--- src/rtl/cpu_pkg.sv ---
// Shared fetch-stage definitions: state encoding, datapath widths, PC helpers.
package cpu_pkg;

   localparam int INSTR_W = 32;
   localparam int PC_W    = 32;

   localparam logic [PC_W-1:0] PC_STEP       = 32'd4;
   localparam logic [PC_W-1:0] PC_ALIGN_MASK = 32'hFFFF_FFFC;

   typedef enum logic [1:0] {
      FETCH = 2'd0,
      HOLD  = 2'd1,
      HALT  = 2'd2
   } fetch_state_e;

   // Force a byte address onto a word boundary.
   function automatic logic [PC_W-1:0] align_pc(input logic [PC_W-1:0] addr);
      return addr & PC_ALIGN_MASK;
   endfunction

endpackage

--- src/rtl/fetch_wdog.sv ---
// Memory-wait watchdog for the fetch stage. Counts consecutive unacknowledged
// request cycles and flags expiry on the TIMEOUT_CYCLES-th one. An ack in that
// same cycle suppresses expiry.
module fetch_wdog #(
   parameter int TIMEOUT_CYCLES = 255
) (
   input  logic clk,
   input  logic rst,
   input  logic req,
   input  logic ack,
   output logic expired
);

   localparam int CNT_W = $clog2(TIMEOUT_CYCLES + 1);

   logic [CNT_W-1:0] count;

   // Wait counter: held at zero between requests, advances on every unacked request cycle.
   always_ff @(posedge clk) begin
      // NOTE: sequential state uses non-blocking assignments so every flop samples pre-edge values.
      if (rst || !req) begin
         count <= '0;
      end else if (!ack) begin
         count <= count + CNT_W'(1);
      end
   end

   assign expired = req && !ack && (count == CNT_W'(TIMEOUT_CYCLES - 1));

endmodule

--- src/rtl/fetch_unit.sv ---
// Instruction fetch stage: owns the PC, issues single-word reads on a req/ack
// port, hands each word to the decoder over valid/ready, follows branch
// redirects and stops for good on a decoder halt.
// Optional: define FETCH_TIMEOUT_EN to add a memory-wait watchdog that raises
// a sticky fetch_err and halts after TIMEOUT_CYCLES unacked cycles.
module fetch_unit
   import cpu_pkg::*;
#(
   parameter logic [PC_W-1:0] RESET_PC       = 32'h0000_0000,
   parameter int              TIMEOUT_CYCLES = 255
) (
   input  logic               clk,
   input  logic               rst,
   output logic               mem_req,
   output logic [PC_W-1:0]    mem_addr,
   input  logic               mem_ack,
   input  logic [INSTR_W-1:0] mem_rdata,
   output logic               instr_valid,
   input  logic               dec_ready,
   output logic [INSTR_W-1:0] instr,
   output logic [PC_W-1:0]    instr_pc,
   input  logic               redirect_en,
   input  logic [PC_W-1:0]    redirect_pc,
   input  logic               halt,
   output logic               halted,
   output logic               fetch_err
);

   fetch_state_e    state;
   logic [PC_W-1:0] pc;
   logic [PC_W-1:0] pc_pending;
   logic [PC_W-1:0] pc_inc;
   logic [PC_W-1:0] redirect_tgt;
   logic            squash;
   logic            timeout_hit;

   assign pc_inc       = pc + PC_STEP;
   assign redirect_tgt = align_pc(redirect_pc);

`ifdef FETCH_TIMEOUT_EN
   fetch_wdog #(
      .TIMEOUT_CYCLES (TIMEOUT_CYCLES)
   ) u_wdog (
      .clk     (clk),
      .rst     (rst),
      .req     (mem_req),
      .ack     (mem_ack),
      .expired (timeout_hit)
   );

   // Sticky fault flag; only reset clears it.
   always_ff @(posedge clk) begin
      if (rst) begin
         fetch_err <= 1'b0;
      end else if (timeout_hit) begin
         fetch_err <= 1'b1;
      end
   end
`else
   logic [31:0] timeout_unused;
   assign timeout_unused = TIMEOUT_CYCLES;
   assign timeout_hit    = 1'b0;
   assign fetch_err      = 1'b0;
`endif

   // Fetch sequencer: PC, memory request, decoder slot and halt state.
   always_ff @(posedge clk) begin
      if (rst) begin
         state       <= FETCH;
         pc          <= RESET_PC;
         pc_pending  <= RESET_PC;
         squash      <= 1'b0;
         mem_req     <= 1'b0;
         mem_addr    <= RESET_PC;
         instr_valid <= 1'b0;
         instr       <= '0;
         instr_pc    <= '0;
         halted      <= 1'b0;
      end else begin
         case (state)
            FETCH: begin
               if (timeout_hit) begin
                  mem_req <= 1'b0;
                  squash  <= 1'b0;
                  halted  <= 1'b1;
                  state   <= HALT;
               end else if (!mem_req) begin
                  // Idle slot after reset or a squashed word: launch the next read,
                  // taking a redirect that lands in this very cycle.
                  mem_req <= 1'b1;
                  if (redirect_en) begin
                     pc       <= redirect_tgt;
                     mem_addr <= redirect_tgt;
                  end else begin
                     mem_addr <= pc;
                  end
               end else if (mem_ack) begin
                  mem_req <= 1'b0;
                  if (redirect_en) begin
                     // Word arrives together with a redirect: it is stale, drop it.
                     pc     <= redirect_tgt;
                     squash <= 1'b0;
                  end else if (squash) begin
                     pc     <= pc_pending;
                     squash <= 1'b0;
                  end else begin
                     instr       <= mem_rdata;
                     instr_pc    <= pc;
                     instr_valid <= 1'b1;
                     state       <= HOLD;
                  end
               end else if (redirect_en) begin
                  // The outstanding read must still complete; remember where to go next.
                  pc_pending <= redirect_tgt;
                  squash     <= 1'b1;
               end
            end

            HOLD: begin
               if (redirect_en) begin
                  pc          <= redirect_tgt;
                  instr_valid <= 1'b0;
                  mem_req     <= 1'b1;
                  mem_addr    <= redirect_tgt;
                  state       <= FETCH;
               end else if (dec_ready) begin
                  instr_valid <= 1'b0;
                  if (halt) begin
                     halted <= 1'b1;
                     state  <= HALT;
                  end else begin
                     pc       <= pc_inc;
                     mem_req  <= 1'b1;
                     mem_addr <= pc_inc;
                     state    <= FETCH;
                  end
               end
            end

            HALT: begin
               mem_req     <= 1'b0;
               instr_valid <= 1'b0;
               halted      <= 1'b1;
            end

            default: begin
               state <= HALT;
            end
         endcase
      end
   end

endmodule

--- config.mk ---
export PLATFORM = sky130hd
export DESIGN_NAME = fetch_unit
export DESIGN_NICKNAME = d
export VERILOG_FILES = /design/src/rtl/cpu_pkg.sv /design/src/rtl/fetch_wdog.sv /design/src/rtl/fetch_unit.sv
export SDC_FILE = /design/constraint.sdc
export NUM_CORES = 1
export LEC_CHECK = 0
export BUFFER_PORTS_ARGS = -buffer_cell sky130_fd_sc_hd__buf_2
export CORE_MARGIN = 8
export CORE_UTILIZATION = 55
export DETAILED_ROUTE_END_ITERATION = 7
export PLACE_DENSITY_LB_ADDON = 0.12
export SLEW_MARGIN = 20
export SYNTH_ARGS = -nofsm -noshare
export SYNTH_HDL_FRONTEND = slang
export SYNTH_HIERARCHICAL = 1
export SYNTH_SLANG_ARGS = --single-unit
export TNS_END_PERCENT = 100
--- constraint.sdc ---
create_clock -name clk -period 3 [get_ports clk]
set_input_delay 0.6 -clock clk [delete_from_list [all_inputs] [get_ports clk]]
set_output_delay 0.6 -clock clk [all_outputs]
set_load 0.02 [all_outputs]
After elaboration in Yosys (flattened, before gate mapping)

Index checks and enable logic that the tools add are counted.

Register bits after elaboration: 164
Input port bits: 70
Output and inout port bits: 100

Add/subtract/negate cells: 1
Equal/unequal tests: 14
Muxes and demuxes: 38
Bitwise logic cells: 4
Reductions and logical operators: 14

Operators by type and width:

| operator                                                        | count |
|---|---|
| 32-bit two-way mux                                              | 9 |
| 32-bit case mux with 2 select lines                             | 2 |
| 32-bit by 3-bit adder with 32-bit output, second input constant | 1 |
| 1-bit two-way mux                                               | 16 |
| 2-bit != test, second input constant                            | 8 |
| 2-bit two-way mux                                               | 7 |
| 4-bit AND reduction                                             | 3 |
| 6-bit AND reduction                                             | 2 |
| 5-bit AND reduction                                             | 2 |
| 3-bit != test, second input constant                            | 3 |
| 1-bit case mux with 3 select lines                              | 2 |
| 2-bit case mux with 3 select lines                              | 1 |
| 3-bit AND reduction                                             | 2 |
| 2-bit nonzero test                                              | 3 |
| 4-bit != test, second input constant                            | 1 |
| 1-bit inverter                                                  | 4 |
| 3-bit nonzero test                                              | 1 |
| 2-bit by 1-bit == test with 1-bit output, second input constant | 1 |
| 2-bit == test, second input constant                            | 1 |
| 2-bit logical NOT                                               | 1 |
| 1-bit case mux with 2 select lines                              | 1 |

Depth between registers and ports, before layout

Depth after elaboration: 5
Depth in mapped cells: 10

Worst setup path after synthesis

Ideal clock, no wire load.

Path type: register -> register
Start: reg pc[2]
End: reg mem_addr[22]
Setup time: 0.088 ns
Arrival: 2.044 ns
Setup slack: 0.868 ns
Stages on the path, launching flop included: 7
Path buffers: 0
Cell sequence: dfxtp_1 ha_1 nand3_1 or4_4 o311ai_2 o31ai_1 nor4_2

Longest elaborated chain between the ends: 5

RTL lines:

| what                                     | line              | RTL |
|---|---|---|
| start: declaration                       | fetch_unit.sv:30  | `logic [PC_W-1:0] pc;` |
| start signal: assignment                 | fetch_unit.sv:92  | `pc <= redirect_tgt;` |
| start signal: assignment                 | fetch_unit.sv:101 | `pc <= redirect_tgt;` |
| start signal: assignment                 | fetch_unit.sv:104 | `pc <= pc_pending;` |
| 32-bit by 3-bit adder with 32-bit output | fetch_unit.sv:37  | `assign pc_inc = pc + PC_STEP;` |
| 32-bit two-way mux                       | fetch_unit.sv:128 | `if (halt) begin` |
| 32-bit two-way mux                       | fetch_unit.sv:126 | `end else if (dec_ready) begin` |
| 32-bit two-way mux                       | fetch_unit.sv:120 | `if (redirect_en) begin` |
| 32-bit case mux with 2 select lines      | fetch_unit.sv:80  | `case (state)` |
| end signal: assignment                   | fetch_unit.sv:93  | `mem_addr <= redirect_tgt;` |
| end signal: assignment                   | fetch_unit.sv:124 | `mem_addr <= redirect_tgt;` |
| end signal: assignment                   | fetch_unit.sv:134 | `mem_addr <= pc_inc;` |
| end: declaration                         | fetch_unit.sv:15  | `output logic [PC_W-1:0] mem_addr,` |

No other way between the ends. The select of a mux whose other input is x is not followed.
A chain may end at the register's enable or synchronous reset.

Worst setup path after layout

Start: reg state[0]
End: reg pc[31]

Longest elaborated chain between the ends: 3
Elaborated cells on any way between the ends: 9
Those cells by class: eq/ne (5); mux (1); reduce/logical (3)

RTL lines:

| what                                                                                 | line              | RTL |
|---|---|---|
| start: declaration                                                                   | fetch_unit.sv:29  | `fetch_state_e state;` |
| start signal: assignment                                                             | fetch_unit.sv:69  | `state <= FETCH;` |
| start signal: assignment                                                             | fetch_unit.sv:86  | `state <= HALT;` |
| start signal: assignment                                                             | fetch_unit.sv:110 | `state <= HOLD;` |
| 2-bit by 1-bit == test with 1-bit output / 2-bit logical NOT (equally long branches) | fetch_unit.sv:80  |  |
| 3-bit != test (no line) (tied with other cells)                                      | -                 |  |
| 5-bit AND reduction (no line)                                                        | -                 |  |

Parallel ways exist; a longest one is shown, timed or not.

==> results by group <==
Power
  • Leakage: about 0.0038 µW
  • Pint: roughly 5100 µW
  • Switching portion of total power: between 40 and 50%
  • Worst VDD drop: ~0.00048 V
  • Comb power frac: around 38%
  • Share of power burned in registers: between 30% and 40%
  • Psw: 3430 µW
  • Clock Power Share: around 25%
  • P per Cell Area: around 900 nW/µm²

STA
  • Relative slew slack: a little under a fifth
  • Period utilization: between 80% and 90%
  • WHS: 0.406 ns
  • Worst-margin pin slew: 1.21 ns
  • Hold Vio Cnt, Final: 0
  • Setup violators final: 0
  • RSZ-0062 raised after global routing: false
  • Fin. max-slew vios: 0
  • Final Critical Period: 2.67 ns
  • Fmax: 0.374 GHz
  • Total negative slack: 0 ns
  • Setup Skew: between 0.005 and 0.006 ns

Synth
  • Synthesized area: approximately 8100 µm²
  • Synthesized area per cell: about 7.5 µm²
  • Distinct cell type count after synthesis: 65
  • EDFF count, synth: 0
  • Cell taking the most area after synthesis: dfxtp_1
  • Yosys warns: 6
  • Register area share after synthesis: 40.7%
  • Top_reg_cell synth: dfxtp_1
  • Mapped Nets: 1146
  • Post-synth top area share: around two fifths
  • Mapped Cells: about 1100
  • Synth Register Bits: around 160
  • FFs w/ async S/R, synth: 0%
  • Top post-synthesis cells by area: dfxtp_1 (41%), nand2_1 (12%), a21oi_1 (9.9%)

Clock network
  • CTS-repair resized insts: 0
  • H-tree levels: 4
  • Root buf cell: clkbuf_16
  • Clock Path Buffers: 2
  • CTS tree: yes
  • # hold bufs at CTS: 0
  • Reg clk slew, reported paths: approximately 0.060 ns
  • Worst skew pair latency: ~0.43 ns
  • CTS sink count: between 150 and 200
  • Post-CTS setup buffers: 0
  • CTS Buf Count: 17

Cells and area
  • Fillers: ~1300
  • NumNets Final: between 1000 and 1500
  • P&R area growth vs syn: 18.7%
  • Layout cells sized above 1: a little over a fifth
  • Commonest non-fill, non-tap cell in the layout: nand2_1
  • Commonest cells after routing, fill and taps aside: nand2_1 (254), buf_2 (165), dfxtp_1 (164), a21oi_1 (160), nor2_1 (53)

Setup path
  • CP cell instances: inv_1 > ha_1 > and2_1 > a221o_1 > nor4_1 > mux2i_1 > o31ai_1
  • Critical path peak fanout: 25
  • Setup crit start kind: flop
  • Crit. End Element: flop
  • Slowest-stage cell, CP: a221o_1
  • Top delay family on crit path: compound AO/OA/AOI/OAI gates
  • CP Buf/Inv Count: 1
  • Slowest Stage Delay on Critical Path: between 1 and 1.5 ns
  • Crit path DAT: between 2 and 3 ns
  • CP required: 3.28 ns
  • Kind of critical path: reg -> reg

Floorplanning
  • Num rows: between 40 and 50
  • Core box area: 14400 µm²
  • Die Y: between 100 and 150 µm
  • Chip width: around 140 µm
  • Die area: ~19000 µm²
  • Number of I/O pins: 170
  • Initial Utilization: 55.9%

Routing
  • DRT iter0 DRCs: between 800 and 900
  • Number of vias per cell: roughly 5.9
  • DRC: 0
  • First drt pass iteration count: 5
  • DRT Wirelength: roughly 25000 µm
  • WL per Instance: 17.9 µm
  • Vias: approximately 8000
  • DRT antenna net count: 0

Global route
  • Initial antenna violation count: 1
  • Largest net degree at the start of global routing: about 150
  • First-pass GRT wire length: between 30000 and 40000 µm
  • Total grt overflow: 0
  • Vias in the first global route: 7600
  • Total GRT Usage: a little over a quarter

Status
  • Status: finished, final reports clean

Place
  • Placer Congestion: 0.913
  • IO buf count: roughly 170
  • Dpl hpwl: roughly 16000 µm

Min path
  • HP Class: in -> reg

Run
  • Max-cap violation count: 0
-- worst reg2reg max path: stages, from the launching register on --
cell,delay (ns)
dfxtp_1,0.34
inv_1,0.09
ha_1,0.26
and2_1,0.42
a221o_1,1.04
nor4_1,0.09
mux2i_1,0.21
o31ai_1,0.09
-- state kept, by name (all words and copies together) (netlist names), 2 cells and up --
| register | cells |
|---|---|
| instr | 32 |
| state | 2 |
| pc | 32 |
| mem_addr | 32 |
| instr_pc | 32 |
| pc_pending | 30 |
-- path summary, 6_finish.rpt --
check | startpoint | endpoint | slack [ns] | cells past startpoint
max reg2reg | state[0]$_SDFFE_PP0P_ | pc[31]$_SDFFE_PP0P_ | 0.33 | 7
min | mem_rdata[18] | instr[18]$_SDFFE_PP0P_ | 0.41 | 3
max | state[0]$_SDFFE_PP0P_ | pc[31]$_SDFFE_PP0P_ | 0.33 | 7
min reg2reg | instr[23]$_SDFFE_PP0P_ | instr[23]$_SDFFE_PP0P_ | 0.45 | 2
-- cell families after synthesis --
kind of cell	count (synthesis)	share of synthesized area [%]
AND/OR/NAND/NOR	450	25.6
AO/OA/AOI/OAI	294	22.1
flip-flops	164	40.7
buffers and inverters	118	6.12
multiplexers	22	2.79
XOR/XNOR	17	1.85
adder cells (fa/ha/maj)	5	0.775
other	1	0.0465
-- synthesized netlist by cell type (all sizes together), types with 12 or more instances --
| library cell | instances |
|---|---|
| a211oi | 15 |
| a21oi | 160 |
| buf | 36 |
| clkbuf | 65 |
| dfxtp | 164 |
| inv | 17 |
| mux2i | 18 |
| nand2 | 255 |
| nand2b | 12 |
| nand3 | 30 |
| nand4 | 24 |
| nor2 | 54 |
| nor3 | 18 |
| nor4 | 13 |
| o21ai | 40 |
| xnor2 | 12 |
-- metal layers --
layer	track usage (%)	share of wire (%)	up-vias
met3	5.87	9.2	42
met2	40.6	44	383
met4	8.03	1.8	0
li1	-	-	3978
met1	35.1	45	3768
met5	0	0	-
-- area by class of cell --
| class | count | area (µm²) | share of cell area [%] |
|---|---|---|---|
| Antenna cell | 1 | 2.50 | 0.0261 |
| Clock inverter | 9 | 106 | 1.11 |
| Timing Repair Buffer | 197 | 1100 | 11.5 |
| Inverter | 17 | 63.8 | 0.666 |
| Multi-Input combinational cell | 789 | 4320 | 45.1 |
| Tap cell | 184 | 230 | 2.40 |
| Sequential cell | 164 | 3280 | 34.3 |
| Clock buffer | 20 | 467 | 4.87 |
-- power groups by stage --
stage	clock network, µW	logic (µW)	registers [µW]
3_5_place_dp	0	3190	3130
3_3_place_gp	0	3160	3120
5_1_grt	2250	3520	3170
4_1_cts	2160	3200	3090
6_report	2140	3230	3120
2_1_floorplan	0	2100	3180
-- stage by stage --
| stage | total power [µW] | utilization, % | worst slack, ns | cells | area [µm²] |
|---|---|---|---|---|---|
| after floorplan | 5270 | - | 0.868 | 1071 | 8070 |
| after global placement | 6280 | 62.4 | 0.428 | 1351 | 9000 |
| after detailed placement | 6320 | 62.4 | 0.355 | 1351 | 9000 |
| after CTS | 8450 | 66.4 | 0.381 | 1380 | 9570 |
| after global routing | 8940 | 66.4 | 0.151 | 1381 | 9570 |
| final | 8480 | 66.4 | 0.327 | 1381 | 9570 |
(Power assumes the default switching activity.)
